$ cat src/rtl/draw_lives_row_pkg.sv
// lives_pkg: shared colour key and blink FSM state type for the lives row
package lives_pkg;
  localparam logic [11:0] TRANSPARENT_COLOR = 12'hFFF;
  typedef enum logic {IDLE, BLINK} blink_state_e;
endpackage

$ cat src/rtl/draw_lives_row_if.sv
// draw_lives_row_if: one video stream beat (timing plus colour)
interface draw_lives_row_if;
  logic [10:0] hcount;
  logic [10:0] vcount;
  logic        hsync;
  logic        vsync;
  logic        hblnk;
  logic        vblnk;
  logic [11:0] rgb;
  modport master(output hcount, vcount, hsync, vsync, hblnk, vblnk, rgb);
  modport slave(input hcount, vcount, hsync, vsync, hblnk, vblnk, rgb);
endinterface

$ cat src/rtl/delay.sv
// delay: fixed-length register pipeline with synchronous clear
module delay #(
  parameter int WIDTH   = 1,
  parameter int CLK_DEL = 1
) (
  input  logic             clk,
  input  logic             rst,
  input  logic [WIDTH-1:0] din,
  output logic [WIDTH-1:0] dout
);
  logic [WIDTH-1:0] pipe_q [CLK_DEL];
  logic [WIDTH-1:0] pipe_d [CLK_DEL];
  // shift the pipeline by one stage
  always_comb begin
    pipe_d[0] = din;
    for (int i = 1; i < CLK_DEL; i++) pipe_d[i] = pipe_q[i-1];
  end
  // stage registers, all cleared on reset
  always_ff @(posedge clk) begin
    for (int i = 0; i < CLK_DEL; i++) pipe_q[i] <= rst ? '0 : pipe_d[i];
  end
  assign dout = pipe_q[CLK_DEL-1];
endmodule

$ cat src/rtl/draw_lives_row_blink_ctrl.sv
// lives_blink_ctrl: frame-latched lives count and lost-life blink sequencer
module lives_blink_ctrl
  import lives_pkg::*;
#(
  parameter int MAX_LIVES    = 3,
  parameter int BLINK_FRAMES = 60,
  parameter int BLINK_HALF   = 8
) (
  input  logic       pclk,
  input  logic       rst,
  input  logic       vblnk,
  input  logic [3:0] dead_count,
  output logic [3:0] dc_lat,
  output logic [3:0] lives_left,
  output logic [3:0] blink_idx,
  output logic       blink_on,
  output logic       blink_active
);
  localparam int HB = $clog2(BLINK_HALF);
  localparam int FW = $clog2(BLINK_FRAMES) + HB + 1;
  localparam logic [3:0] MAXL = 4'(MAX_LIVES);
  localparam logic [FW-1:0] LAST = FW'(BLINK_FRAMES - 1);
  blink_state_e state_q, state_d;
  logic vblnk_q, vblnk_d, tick;
  logic [3:0] dc_q, dc_d, bidx_q, bidx_d;
  logic [FW-1:0] fcnt_q, fcnt_d;
  function automatic logic [3:0] left(input logic [3:0] dc);
    return dc >= MAXL ? 4'd0 : MAXL - dc;
  endfunction
  assign tick = vblnk & ~vblnk_q;
  assign dc_lat = dc_q;
  assign lives_left = left(dc_q);
  assign blink_idx = bidx_q;
  assign blink_active = state_q == BLINK;
  assign blink_on = blink_active & ~fcnt_q[HB];
  // latch the count and advance the blink only on the start of vertical blank
  always_comb begin
    vblnk_d = vblnk;
    dc_d = dc_q;
    state_d = state_q;
    fcnt_d = fcnt_q;
    bidx_d = bidx_q;
    if (tick) begin
      dc_d = dead_count;
      if (dead_count < dc_q) state_d = IDLE;
      else if (dead_count > dc_q && dc_q < MAXL) begin
        state_d = BLINK;
        bidx_d = left(dead_count);
        fcnt_d = '0;
      end else if (state_q == BLINK) begin
        state_d = fcnt_q == LAST ? IDLE : BLINK;
        fcnt_d = fcnt_q + 1'b1;
      end
    end
  end
  // blink state registers
  always_ff @(posedge pclk) begin
    if (rst) begin
      state_q <= IDLE;
      vblnk_q <= 1'b0;
      dc_q <= '0;
      bidx_q <= '0;
      fcnt_q <= '0;
    end else begin
      state_q <= state_d;
      vblnk_q <= vblnk_d;
      dc_q <= dc_d;
      bidx_q <= bidx_d;
      fcnt_q <= fcnt_d;
    end
  end
endmodule

$ cat src/rtl/draw_lives_row.sv
// draw_lives_row: overlays a row of life icons from a sprite ROM on the video stream
module draw_lives_row
  import lives_pkg::*;
#(
  parameter int MAX_LIVES    = 3,
  parameter int XPOS         = 20,
  parameter int YPOS         = 50,
  parameter int ICON_W_LOG2  = 5,
  parameter int ICON_H_LOG2  = 5,
  parameter int SPACING      = 8,
  parameter int BLINK_FRAMES = 60,
  parameter int BLINK_HALF   = 8
) (
  input  logic                               pclk,
  input  logic                               rst,
  input  logic [3:0]                         dead_count,
  draw_lives_row_if.slave                    vin,
  draw_lives_row_if.master                   vout,
  input  logic [11:0]                        rgb_pixel,
  output logic [ICON_W_LOG2+ICON_H_LOG2-1:0] pixel_addr,
  output logic [3:0]                         dead_count_out,
  output logic                               blink_active
);
  localparam int W = ICON_W_LOG2;
  localparam int H = ICON_H_LOG2;
  localparam int PITCH = (1 << W) + SPACING;
  localparam logic [10:0] XW = 11'(1 << W);
  localparam logic [10:0] YH = 11'(1 << H);
  localparam logic [10:0] Y0 = 11'(YPOS);
  logic [3:0] lives_left, blink_idx, idx;
  logic blink_on, hit, vis;
  logic [10:0] x0, dx, dy;
  logic [W-1:0] dx_hit;
  logic [W+H-1:0] addr_q, addr_d;
  logic vis1_q, vis1_d, vis2_q, vis2_d, blank1_q, blank1_d, blank2_q, blank2_d;
  logic [11:0] rgb1_q, rgb1_d, rgb2_q, rgb2_d, rgb_out_q, rgb_out_d;
  logic [25:0] tim_q;
  lives_blink_ctrl #(
    .MAX_LIVES(MAX_LIVES), .BLINK_FRAMES(BLINK_FRAMES), .BLINK_HALF(BLINK_HALF)
  ) u_ctrl (
    .pclk(pclk), .rst(rst), .vblnk(vin.vblnk), .dead_count(dead_count),
    .dc_lat(dead_count_out), .lives_left(lives_left), .blink_idx(blink_idx),
    .blink_on(blink_on), .blink_active(blink_active)
  );
  delay #(.WIDTH(26), .CLK_DEL(3)) u_dly (
    .clk(pclk), .rst(rst),
    .din({vin.hcount, vin.vcount, vin.hsync, vin.vsync, vin.hblnk, vin.vblnk}),
    .dout(tim_q)
  );
  assign {vout.hcount, vout.vcount, vout.hsync, vout.vsync, vout.hblnk, vout.vblnk} = tim_q;
  assign vout.rgb = rgb_out_q;
  assign pixel_addr = addr_q;
  // slot hit test, ROM address and three-stage colour pipeline
  always_comb begin
    hit = 1'b0;
    idx = '0;
    dx_hit = '0;
    x0 = '0;
    dx = '0;
    dy = vin.vcount - Y0;
    for (int i = 0; i < MAX_LIVES; i++) begin
      x0 = 11'(XPOS + i * PITCH);
      dx = vin.hcount - x0;
      if (vin.hcount >= x0 && dx < XW && vin.vcount >= Y0 && dy < YH) begin
        hit = 1'b1;
        idx = 4'(i);
        dx_hit = dx[W-1:0];
      end
    end
    vis = hit && (idx < lives_left || (idx == blink_idx && blink_on));
    addr_d = hit ? {dy[H-1:0], dx_hit} : addr_q;
    vis1_d = vis;
    blank1_d = vin.hblnk | vin.vblnk;
    rgb1_d = vin.rgb;
    vis2_d = vis1_q;
    blank2_d = blank1_q;
    rgb2_d = rgb1_q;
    rgb_out_d = blank2_q ? 12'h000 :
                (vis2_q && rgb_pixel != TRANSPARENT_COLOR) ? rgb_pixel : rgb2_q;
  end
  // pipeline registers
  always_ff @(posedge pclk) begin
    if (rst) begin
      addr_q <= '0;
      vis1_q <= 1'b0;
      vis2_q <= 1'b0;
      blank1_q <= 1'b0;
      blank2_q <= 1'b0;
      rgb1_q <= '0;
      rgb2_q <= '0;
      rgb_out_q <= '0;
    end else begin
      addr_q <= addr_d;
      vis1_q <= vis1_d;
      vis2_q <= vis2_d;
      blank1_q <= blank1_d;
      blank2_q <= blank2_d;
      rgb1_q <= rgb1_d;
      rgb2_q <= rgb2_d;
      rgb_out_q <= rgb_out_d;
    end
  end
endmodule

$ cat src/flat_wrapper.sv
// flat-port wrapper written by rule: the top's interface ports become plain ports
module draw_lives_row_flat import lives_pkg::*;
#(
  parameter int MAX_LIVES    = 3,
  parameter int XPOS         = 20,
  parameter int YPOS         = 50,
  parameter int ICON_W_LOG2  = 5,
  parameter int ICON_H_LOG2  = 5,
  parameter int SPACING      = 8,
  parameter int BLINK_FRAMES = 60,
  parameter int BLINK_HALF   = 8
)
  (pclk, rst, dead_count, rgb_pixel, pixel_addr, dead_count_out, blink_active, vin_hcount, vin_vcount, vin_hsync, vin_vsync, vin_hblnk, vin_vblnk, vin_rgb, vout_hcount, vout_vcount, vout_hsync, vout_vsync, vout_hblnk, vout_vblnk, vout_rgb);
  draw_lives_row_if vin_i ();
  draw_lives_row_if vout_i ();
  input  logic pclk;
  input  logic rst;
  input  logic [3:0] dead_count;
  input  logic [11:0] rgb_pixel;
  output logic [ICON_W_LOG2+ICON_H_LOG2-1:0] pixel_addr;
  output logic [3:0] dead_count_out;
  output logic blink_active;
  input wire logic [$bits(vin_i.hcount)-1:0] vin_hcount;
  input wire logic [$bits(vin_i.vcount)-1:0] vin_vcount;
  input wire logic [$bits(vin_i.hsync)-1:0] vin_hsync;
  input wire logic [$bits(vin_i.vsync)-1:0] vin_vsync;
  input wire logic [$bits(vin_i.hblnk)-1:0] vin_hblnk;
  input wire logic [$bits(vin_i.vblnk)-1:0] vin_vblnk;
  input wire logic [$bits(vin_i.rgb)-1:0] vin_rgb;
  output wire logic [$bits(vout_i.hcount)-1:0] vout_hcount;
  output wire logic [$bits(vout_i.vcount)-1:0] vout_vcount;
  output wire logic [$bits(vout_i.hsync)-1:0] vout_hsync;
  output wire logic [$bits(vout_i.vsync)-1:0] vout_vsync;
  output wire logic [$bits(vout_i.hblnk)-1:0] vout_hblnk;
  output wire logic [$bits(vout_i.vblnk)-1:0] vout_vblnk;
  output wire logic [$bits(vout_i.rgb)-1:0] vout_rgb;
  assign vin_i.hcount = vin_hcount;
  assign vin_i.vcount = vin_vcount;
  assign vin_i.hsync = vin_hsync;
  assign vin_i.vsync = vin_vsync;
  assign vin_i.hblnk = vin_hblnk;
  assign vin_i.vblnk = vin_vblnk;
  assign vin_i.rgb = vin_rgb;
  assign vout_hcount = vout_i.hcount;
  assign vout_vcount = vout_i.vcount;
  assign vout_hsync = vout_i.hsync;
  assign vout_vsync = vout_i.vsync;
  assign vout_hblnk = vout_i.hblnk;
  assign vout_vblnk = vout_i.vblnk;
  assign vout_rgb = vout_i.rgb;
  draw_lives_row #(.MAX_LIVES(MAX_LIVES), .XPOS(XPOS), .YPOS(YPOS), .ICON_W_LOG2(ICON_W_LOG2), .ICON_H_LOG2(ICON_H_LOG2), .SPACING(SPACING), .BLINK_FRAMES(BLINK_FRAMES), .BLINK_HALF(BLINK_HALF)) u_core (.pclk(pclk), .rst(rst), .dead_count(dead_count), .vin(vin_i), .vout(vout_i), .rgb_pixel(rgb_pixel), .pixel_addr(pixel_addr), .dead_count_out(dead_count_out), .blink_active(blink_active));
endmodule
$ cat config.mk
export PLATFORM = sky130hd
export DESIGN_NAME = draw_lives_row_flat
export DESIGN_NICKNAME = d
export VERILOG_FILES = /design/src/rtl/draw_lives_row_pkg.sv /design/src/rtl/draw_lives_row_if.sv /design/src/rtl/delay.sv /design/src/rtl/draw_lives_row_blink_ctrl.sv /design/src/rtl/draw_lives_row.sv /design/src/flat_wrapper.sv
export SDC_FILE = /design/constraint.sdc
export NUM_CORES = 1
export LEC_CHECK = 0
export BUFFER_PORTS_ARGS = -buffer_cell sky130_fd_sc_hd__clkbuf_2
export CORE_MARGIN = 5
export CORE_UTILIZATION = 54
export DETAILED_ROUTE_END_ITERATION = 8
export HOLD_SLACK_MARGIN = 0.08
export PLACE_DENSITY = 0.79
export SLEW_MARGIN = 5
export SYNTH_ARGS = -nofsm -noshare
export SYNTH_HDL_FRONTEND = slang
export SYNTH_SLANG_ARGS = --single-unit
$ cat constraint.sdc
create_clock -name pclk -period 3.9 [get_ports pclk]
set_input_delay 0.78 -clock pclk [delete_from_list [all_inputs] [get_ports pclk]]
set_output_delay 0.78 -clock pclk [all_outputs]
set_load 0.05 [all_outputs]
==> out/qor.csv, run 1 <==
metric,value,unit
fill count,764,
antenna diode count,0,
Setup crit start kind,primary input,
most common flop cell mapped by yosys,dfxtp_1,
via count,3712,
Pint,2.47,mW
DRC violations left,0,
max-slew violation count,0,
Relative slew margins,0.300,
chip height,108,um
status,finished clean,
CP endpoint kind,flip-flop,
Sink Count,147,
"FFs w/ async S/R, synth",0,
busiest metal layer after global routing,met2,
fin nets,684,
final worst-path cycle share,0.832,
TritonCTS clock tree,done,
synthesized net count,576,
Netlist Area Pre-Place,5240,sq um
largest net degree at the start of global routing,82,
Post-Syn Instances,508,
"EDFF count, synth",0,
# H-tree levels,4,
clock latency on the worst-skew pair,0.51,ns
RSZ-0062 raised after global routing,false,
core area,9590,sq um
RePlAce Congestion,0.864,
Sw Share,0.251,
row cnt,36,
met2 Track Usage GR,0.292,
kind of cell adding the most delay to the critical path,simple AND/OR/NAND/NOR gates,
syn avg cell area,10.3,sq um
initial core utilization,0.546,
DRT Wirelength,10.0,mm
clock buffer count from CTS,17,
DRT antenna net count,0,
post-synthesis cell type count,54,
Die Area,11800,sq um
GRT met3 Usage,0.0519,
"flops & latches, synth",147,
fraction of layout cells with a size suffix above 1,0.250,
"Seq/Total Area, Yosys",0.562,
WP data arrival,3.60,ns
Die W,108,um
fmax,308,MHz
final hold viol count,0,
routed len/inst,13.2,um
Root Driver,clkbuf_8,
power density cells,513,nW/um^2
CP cell instances,clkbuf_2 -> inv_1 -> ha_1 -> and2b_1 -> a2111oi_4 -> a21oi_1 -> or4b_4 -> nor2_1 -> ha_1 -> a21oi_1 -> o21ai_0 -> o21ai_0 -> nor3b_1 -> a2111oi_2,
NetSw,828,uW
number of global-route vias before repair,3696,
Leakage,2.84,nW
combinational share of power,0.078,
DR iter-0 viols,146,
number of top-level pins,109,
synth warn,0,
cts hold-fix bufs,0,
Clock Power Share,0.445,
Slew @ Worst Pin,1.02,ns
setup TNS,0,ns
Total Power,3.29,mW
worst hold path class,flip-flop to flip-flop,
VDD IR-drop max,0.000320,V
"Setup violations, final",0,
via-per-instance ratio,4.87,
post-cts gate resize count,0,
Worst Skew,0.0129,ns
part of the power in registers,0.476,
clk buf depth,2,
Maximum Capacitance Violations,0,
Max stage delay on crit path,0.60,ns
Final min period,3.25,ns
initial antenna violation count,0,
area grow syn2layout,22.7,%
Post-CTS Setup Bufs,0,
first-pass GRT wire length,16.8,mm
port bufs,108,
Worst Path Required,4.25,ns
GR Util met1,0.225,
Pre-antenna DRT Iters,6,
grt total ovfl,0,
Worst path slowest cell,or4b_4,
"Reg clk slew, reported paths",0.06,ns
Crit Path Category,primary input to flip-flop,
aggregate global-route resource usage,0.181,
Bufs and invs on worst path,2,
Critical Path Fanout Max,9,
Post-DP HPWL,7.05,mm
[registers in the layout, summed over array words and instances, names as in the netlist]
register	flops
u_core.u_dly.pipe_q	78
u_core.rgb1_q	12
u_core.rgb2_q	12
u_core.vout.rgb	12
u_core.pixel_addr	10
u_core.u_ctrl.fcnt_q	10
u_core.u_ctrl.blink_idx	4
u_core.u_ctrl.dc_lat	4
u_core.blank1_q	1
u_core.blank2_q	1
u_core.u_ctrl.blink_active	1
u_core.vis1_q	1
u_core.vis2_q	1
[synthesized netlist by cell type (3+ instances only)]
master / n / area, sq um
a22o_1: 4 / 35.0
nor2b_1: 98 / 613
inv_1: 20 / 75.1
buf_6: 3 / 33.8
nor3b_1: 4 / 30.0
clkbuf_1: 17 / 63.8
o211ai_1: 4 / 30.0
a211oi_2: 4 / 50.1
nor2_1: 47 / 176
nand3b_1: 3 / 22.5
and3_1: 4 / 25.0
nand2b_1: 8 / 50.1
xor2_1: 11 / 96.3
buf_1: 3 / 11.3
o21ai_0: 8 / 40.0
nor3_1: 9 / 45.0
nand2_1: 20 / 75.1
mux2i_1: 17 / 170
dfxtp_1: 147 / 2940
ha_1: 12 / 150
xnor2_1: 4 / 35.0
nand4_1: 9 / 56.3
a21oi_1: 16 / 80.1
[path summary, 6_finish.rpt]
path	slack, ns	from	cells past startpoint	endpoint
max reg2reg	1.11	u_core.u_ctrl.dc_lat[1]$_SDFFE_PP0P_	9	u_core.u_ctrl.blink_idx[2]$_SDFFE_PP0P_
max	0.65	vin_hcount[2]	14	u_core.vis1_q$_SDFF_PP0_
min	0.43	u_core.u_dly.pipe_q[0][47]$_SDFF_PP0_	1	u_core.u_dly.pipe_q[0][73]$_SDFF_PP0_
min reg2reg	0.43	u_core.u_dly.pipe_q[0][47]$_SDFF_PP0_	1	u_core.u_dly.pipe_q[0][73]$_SDFF_PP0_
[power by group through the flow]
stage          registers, mW  clock network (mW)  logic, mW
6_report                1.57                1.47      0.258
5_1_grt                 1.57                1.59      0.283
4_1_cts                 1.57                1.50      0.258
3_5_place_dp            1.60                   0      0.255
3_3_place_gp            1.60                   0      0.248
2_1_floorplan           1.65                   0      0.130
[routing by layer]
metal,vias up,wire length (um)
met1,1679,4600
met5,-,0
met2,115,4690
li1,1906,-
met4,0,118
met3,12,619
[placed cells by master, fill, tap and decap left out, types with 3 or more instances in the layout]
master / n
a211oi_2: 4
a21oi_1: 16
a22o_1: 4
and3_1: 4
buf_4: 5
clkbuf_16: 16
clkbuf_2: 107
clkinv_2: 3
dfxtp_1: 147
ha_1: 12
inv_1: 20
inv_6: 5
mux2i_1: 17
nand2_1: 20
nand2b_1: 8
nand3b_1: 3
nand4_1: 9
nor2_1: 47
nor2b_1: 98
nor3_1: 9
nor3b_1: 4
o211ai_1: 4
o21ai_0: 8
xnor2_1: 4
xor2_1: 11
[per-stage QoR]
step	hold WS (ns)	setup WS (ns)	cells	util	cell area, sq um
2_1_floorplan	0.414	0.542	508	-	5240
3_3_place_gp	0.417	0.320	730	0.612	5870
3_5_place_dp	0.420	0.169	730	0.612	5870
4_1_cts	0.435	0.691	762	0.669	6420
5_1_grt	0.450	0.394	762	0.669	6420
6_report	0.433	0.654	762	0.669	6420
[area by class of cell]
cell class / instances / area, sq um / share of cell area
tap: 133 / 166 / 0.0259
sequential: 147 / 2940 / 0.458
clock inverter: 14 / 123 / 0.0191
timing repair buffer: 112 / 573 / 0.0892
clock buffer: 18 / 428 / 0.0666
inverter: 20 / 75.1 / 0.0117
multi-input combinational: 318 / 2110 / 0.329
[cell families after synthesis]
kind of cell	share of synthesized area
multiplexers	0.0346
adder cells (fa/ha/maj)	0.0287
buffers and inverters	0.0351
AO/OA/AOI/OAI	0.0867
flip-flops	0.562
XOR/XNOR	0.0251
AND/OR/NAND/NOR	0.228
[worst reg2reg max path: stages (launching register included)]
cell	delay, ns
dfxtp_1	0.43
inv_1	0.09
ha_1	0.29
nor2b_1	0.15
o21a_1	0.12
o21ai_0	0.14
a21oi_1	0.32
nand2_1	0.15
a2111oi_0	0.81
a22o_1	0.25
Note: power is estimated with default switching activity, not from simulation.
==> inputs of run 2 (changes only) <==
==> constraint.sdc (replaced) <==
create_clock -name pclk -period 3.35 [get_ports pclk]
set_input_delay 0.67 -clock pclk [delete_from_list [all_inputs] [get_ports pclk]]
set_output_delay 0.67 -clock pclk [all_outputs]
set_load 0.05 [all_outputs]
==> run 2 against run 1 <==
- combinational power rose by 17%
- register-to-register slack lost 0.48 ns
- non-clock buffer count up 6
- critical path depth unchanged
- clock power increased by 35%
- via count grew 2.2%
- utilization rose by 1.4 points
- sequential power increased by 17%
- critical endpoint unchanged
- largest cell class unchanged
- largest power group is now clock
==> out/qor.csv, run 2 (synthesized netlist as in run 1, its figures left out) <==
metric,value,unit,change
worst hold path startpoint,vin_vsync,,
met2 Track Usage GR,0.297,,+0.00485
Sw Share,0.218,,-0.0332
combinational share of power,0.073,,-0.005
Pre-antenna DRT Iters,5,,-1
VDD IR-drop max,0.000284,V,-11%
Worst Hold Path Cells,2,,+1
via-per-instance ratio,4.94,,+1.4%
Finished Cell Area,6560,sq um,+2.1%
"Reg clk slew, reported paths",0.06,ns,about the same
largest net degree at the start of global routing,56,,-32%
Relative slew margins,0.252,,-0.0485
Die W,108,um,unchanged
Worst Reg-to-Reg Cells,9,,unchanged
DRT Wirelength,10.2,mm,+1.3%
DP Cell Count,736,,+0.82%
Final Non-Filler Cells,768,,+0.79%
GRT met3 Usage,0.0603,,+0.00836
TritonCTS clock tree,done,,
reg2reg start,u_core.u_ctrl.dc_lat[1]$_SDFFE_PP0P_,,
cts hold-fix bufs,0,,unchanged
area grow syn2layout,25.2,%,
final worst-path cycle share,0.874,,
Largest register FFs,78,,unchanged
Largest Register,u_core.u_dly.pipe_q,,
Slew @ Worst Pin,1.12,ns,+0.0993 ns
number of top-level pins,109,,unchanged
Clock Power Share,0.484,,+0.039
"setup slack, reg-to-reg",0.63,ns,-0.48 ns
worst hold endpoint,u_core.u_dly.pipe_q[0][2]$_SDFF_PP0_,,
Root Driver,clkbuf_8,,
worst hold path class,primary input to flip-flop,,
Worst path slowest cell,or4b_4,,
row cnt,36,,unchanged
Min Hold Slack,0.379,ns,-0.0538 ns
"most common cell after layout, fill and taps aside",dfxtp_1,,
DRT antenna net count,0,,unchanged
Crit Path Category,primary input to flip-flop,,
Worst Slack Setup Final,0.423,ns,-0.231 ns
chip height,108,um,unchanged
CP cell instances,clkbuf_2 -> inv_1 -> ha_1 -> and2b_1 -> a2111oi_4 -> a21oi_1 -> or4b_4 -> nor2_1 -> ha_1 -> a21oi_1 -> o21ai_0 -> o21ai_0 -> nor3b_1 -> a2111oi_2,,
RePlAce Congestion,0.890,,+3.0%
core area,9590,sq um,unchanged
RSZ-0062 raised after global routing,false,,
DRC violations left,0,,unchanged
max-slew violation count,0,,unchanged
Setup crit start kind,primary input,,
grt total ovfl,0,,unchanged
clock latency on the worst-skew pair,0.50,ns,about the same
Post-DP Area,5920,sq um,+0.77%
CP endpoint kind,flip-flop,,
clock buffer count from CTS,17,,unchanged
Post-DP HPWL,7.27,mm,+3.1%
GR Util met1,0.226,,+0.000670
Total Power,4.12,mW,+25%
number of global-route vias before repair,3792,,+2.6%
power density cells,628,nW/um^2,+23%
clk buf depth,2,,unchanged
post-cts gate resize count,0,,unchanged
NetSw,899,uW,+8.6%
fraction of layout cells with a size suffix above 1,0.255,,+0.00552
Final min period,2.93,ns,
routed len/inst,13.2,um,+0.50%
antenna diode count,0,,unchanged
busiest metal layer after global routing,met2,,
initial core utilization,0.546,,unchanged
status,finished clean,,
# H-tree levels,4,,unchanged
Maximum Capacitance Violations,0,,unchanged
setup TNS,0,ns,unchanged
fmax,342,MHz,
port bufs,108,,unchanged
"Setup violations, final",0,,unchanged
Critical Path Fanout Max,4,,-5
DP Worst Slack,-0.0412,ns,-0.210 ns
Worst Skew,0.00581,ns,-0.00705 ns
Sink Count,147,,unchanged
Die Area,11800,sq um,unchanged
Post-CTS Setup Bufs,0,,unchanged
"commonest non-fill, non-tap cells in the layout","dfxtp_1 (147), clkbuf_2 (107), nor2b_1 (98)",,
via count,3792,,+2.2%
DR iter-0 viols,181,,+24%
fin util,0.683,,+0.0140
Worst Path Required,3.71,ns,-0.54 ns
Leakage,2.90,nW,+2.0%
first-pass GRT wire length,16.9,mm,+0.66%
Max stage delay on crit path,0.52,ns,-0.08 ns
Worst R2R End,u_core.u_ctrl.fcnt_q[5]$_SDFFE_PP0P_,,
initial antenna violation count,0,,unchanged
final hold viol count,0,,unchanged
fin nets,690,,+0.88%
WP data arrival,3.29,ns,-0.31 ns
part of the power in registers,0.444,,-0.032
Pint,3.22,mW,+31%
aggregate global-route resource usage,0.181,,about the same
[run 2: metal layers]
layer	share of wire	vias to the layer above
met1	0.45	1749
met3	0.069	8
met5	0	-
met4	0.0085	0
li1	-	1914
met2	0.47	121
[run 2: worst max path at each step]
stage | from | endpoint | slack (ns) | depth (start not counted)
2_1_floorplan | vin_hcount[4] | u_core.vis1_q$_SDFF_PP0_ | 0.10 | 13
3_3_place_gp | vin_hcount[3] | u_core.vis1_q$_SDFF_PP0_ | 0.08 | 12
6_report | vin_hcount[2] | u_core.vis1_q$_SDFF_PP0_ | 0.42 | 14
4_1_cts | vin_hcount[2] | u_core.vis1_q$_SDFF_PP0_ | 0.47 | 14
5_1_grt | vin_hcount[2] | u_core.vis1_q$_SDFF_PP0_ | 0.21 | 14
3_5_place_dp | vin_hcount[2] | u_core.vis1_q$_SDFF_PP0_ | -0.04 | 14
[run 2: power by group through the flow]
stage / Combinational, mW / Clock (mW) / Sequential (mW)
after floorplan: 0.151 / 0 / 1.92
final: 0.301 / 1.99 / 1.83
after global placement: 0.291 / 0 / 1.86
after global routing: 0.330 / 2.13 / 1.83
after CTS: 0.301 / 2.03 / 1.83
after detailed placement: 0.298 / 0 / 1.87
[run 2: worst max-delay path: cells and delay by family]
kind,cells,cell delay [ns]
compound gates,6,0.83
fa+ha+maj,2,0.43
buf+inv,2,0.20
simple gates,4,1.17
[run 2: final cells by class]
class	instances	area [sq um]
Sequential cell	147	2940
Multi-Input combinational cell	318	2110
Fill cell	724	3040
Clock buffer	19	432
Inverter	20	75.1
Tap cell	133	166
Clock inverter	13	208
Timing Repair Buffer	118	618
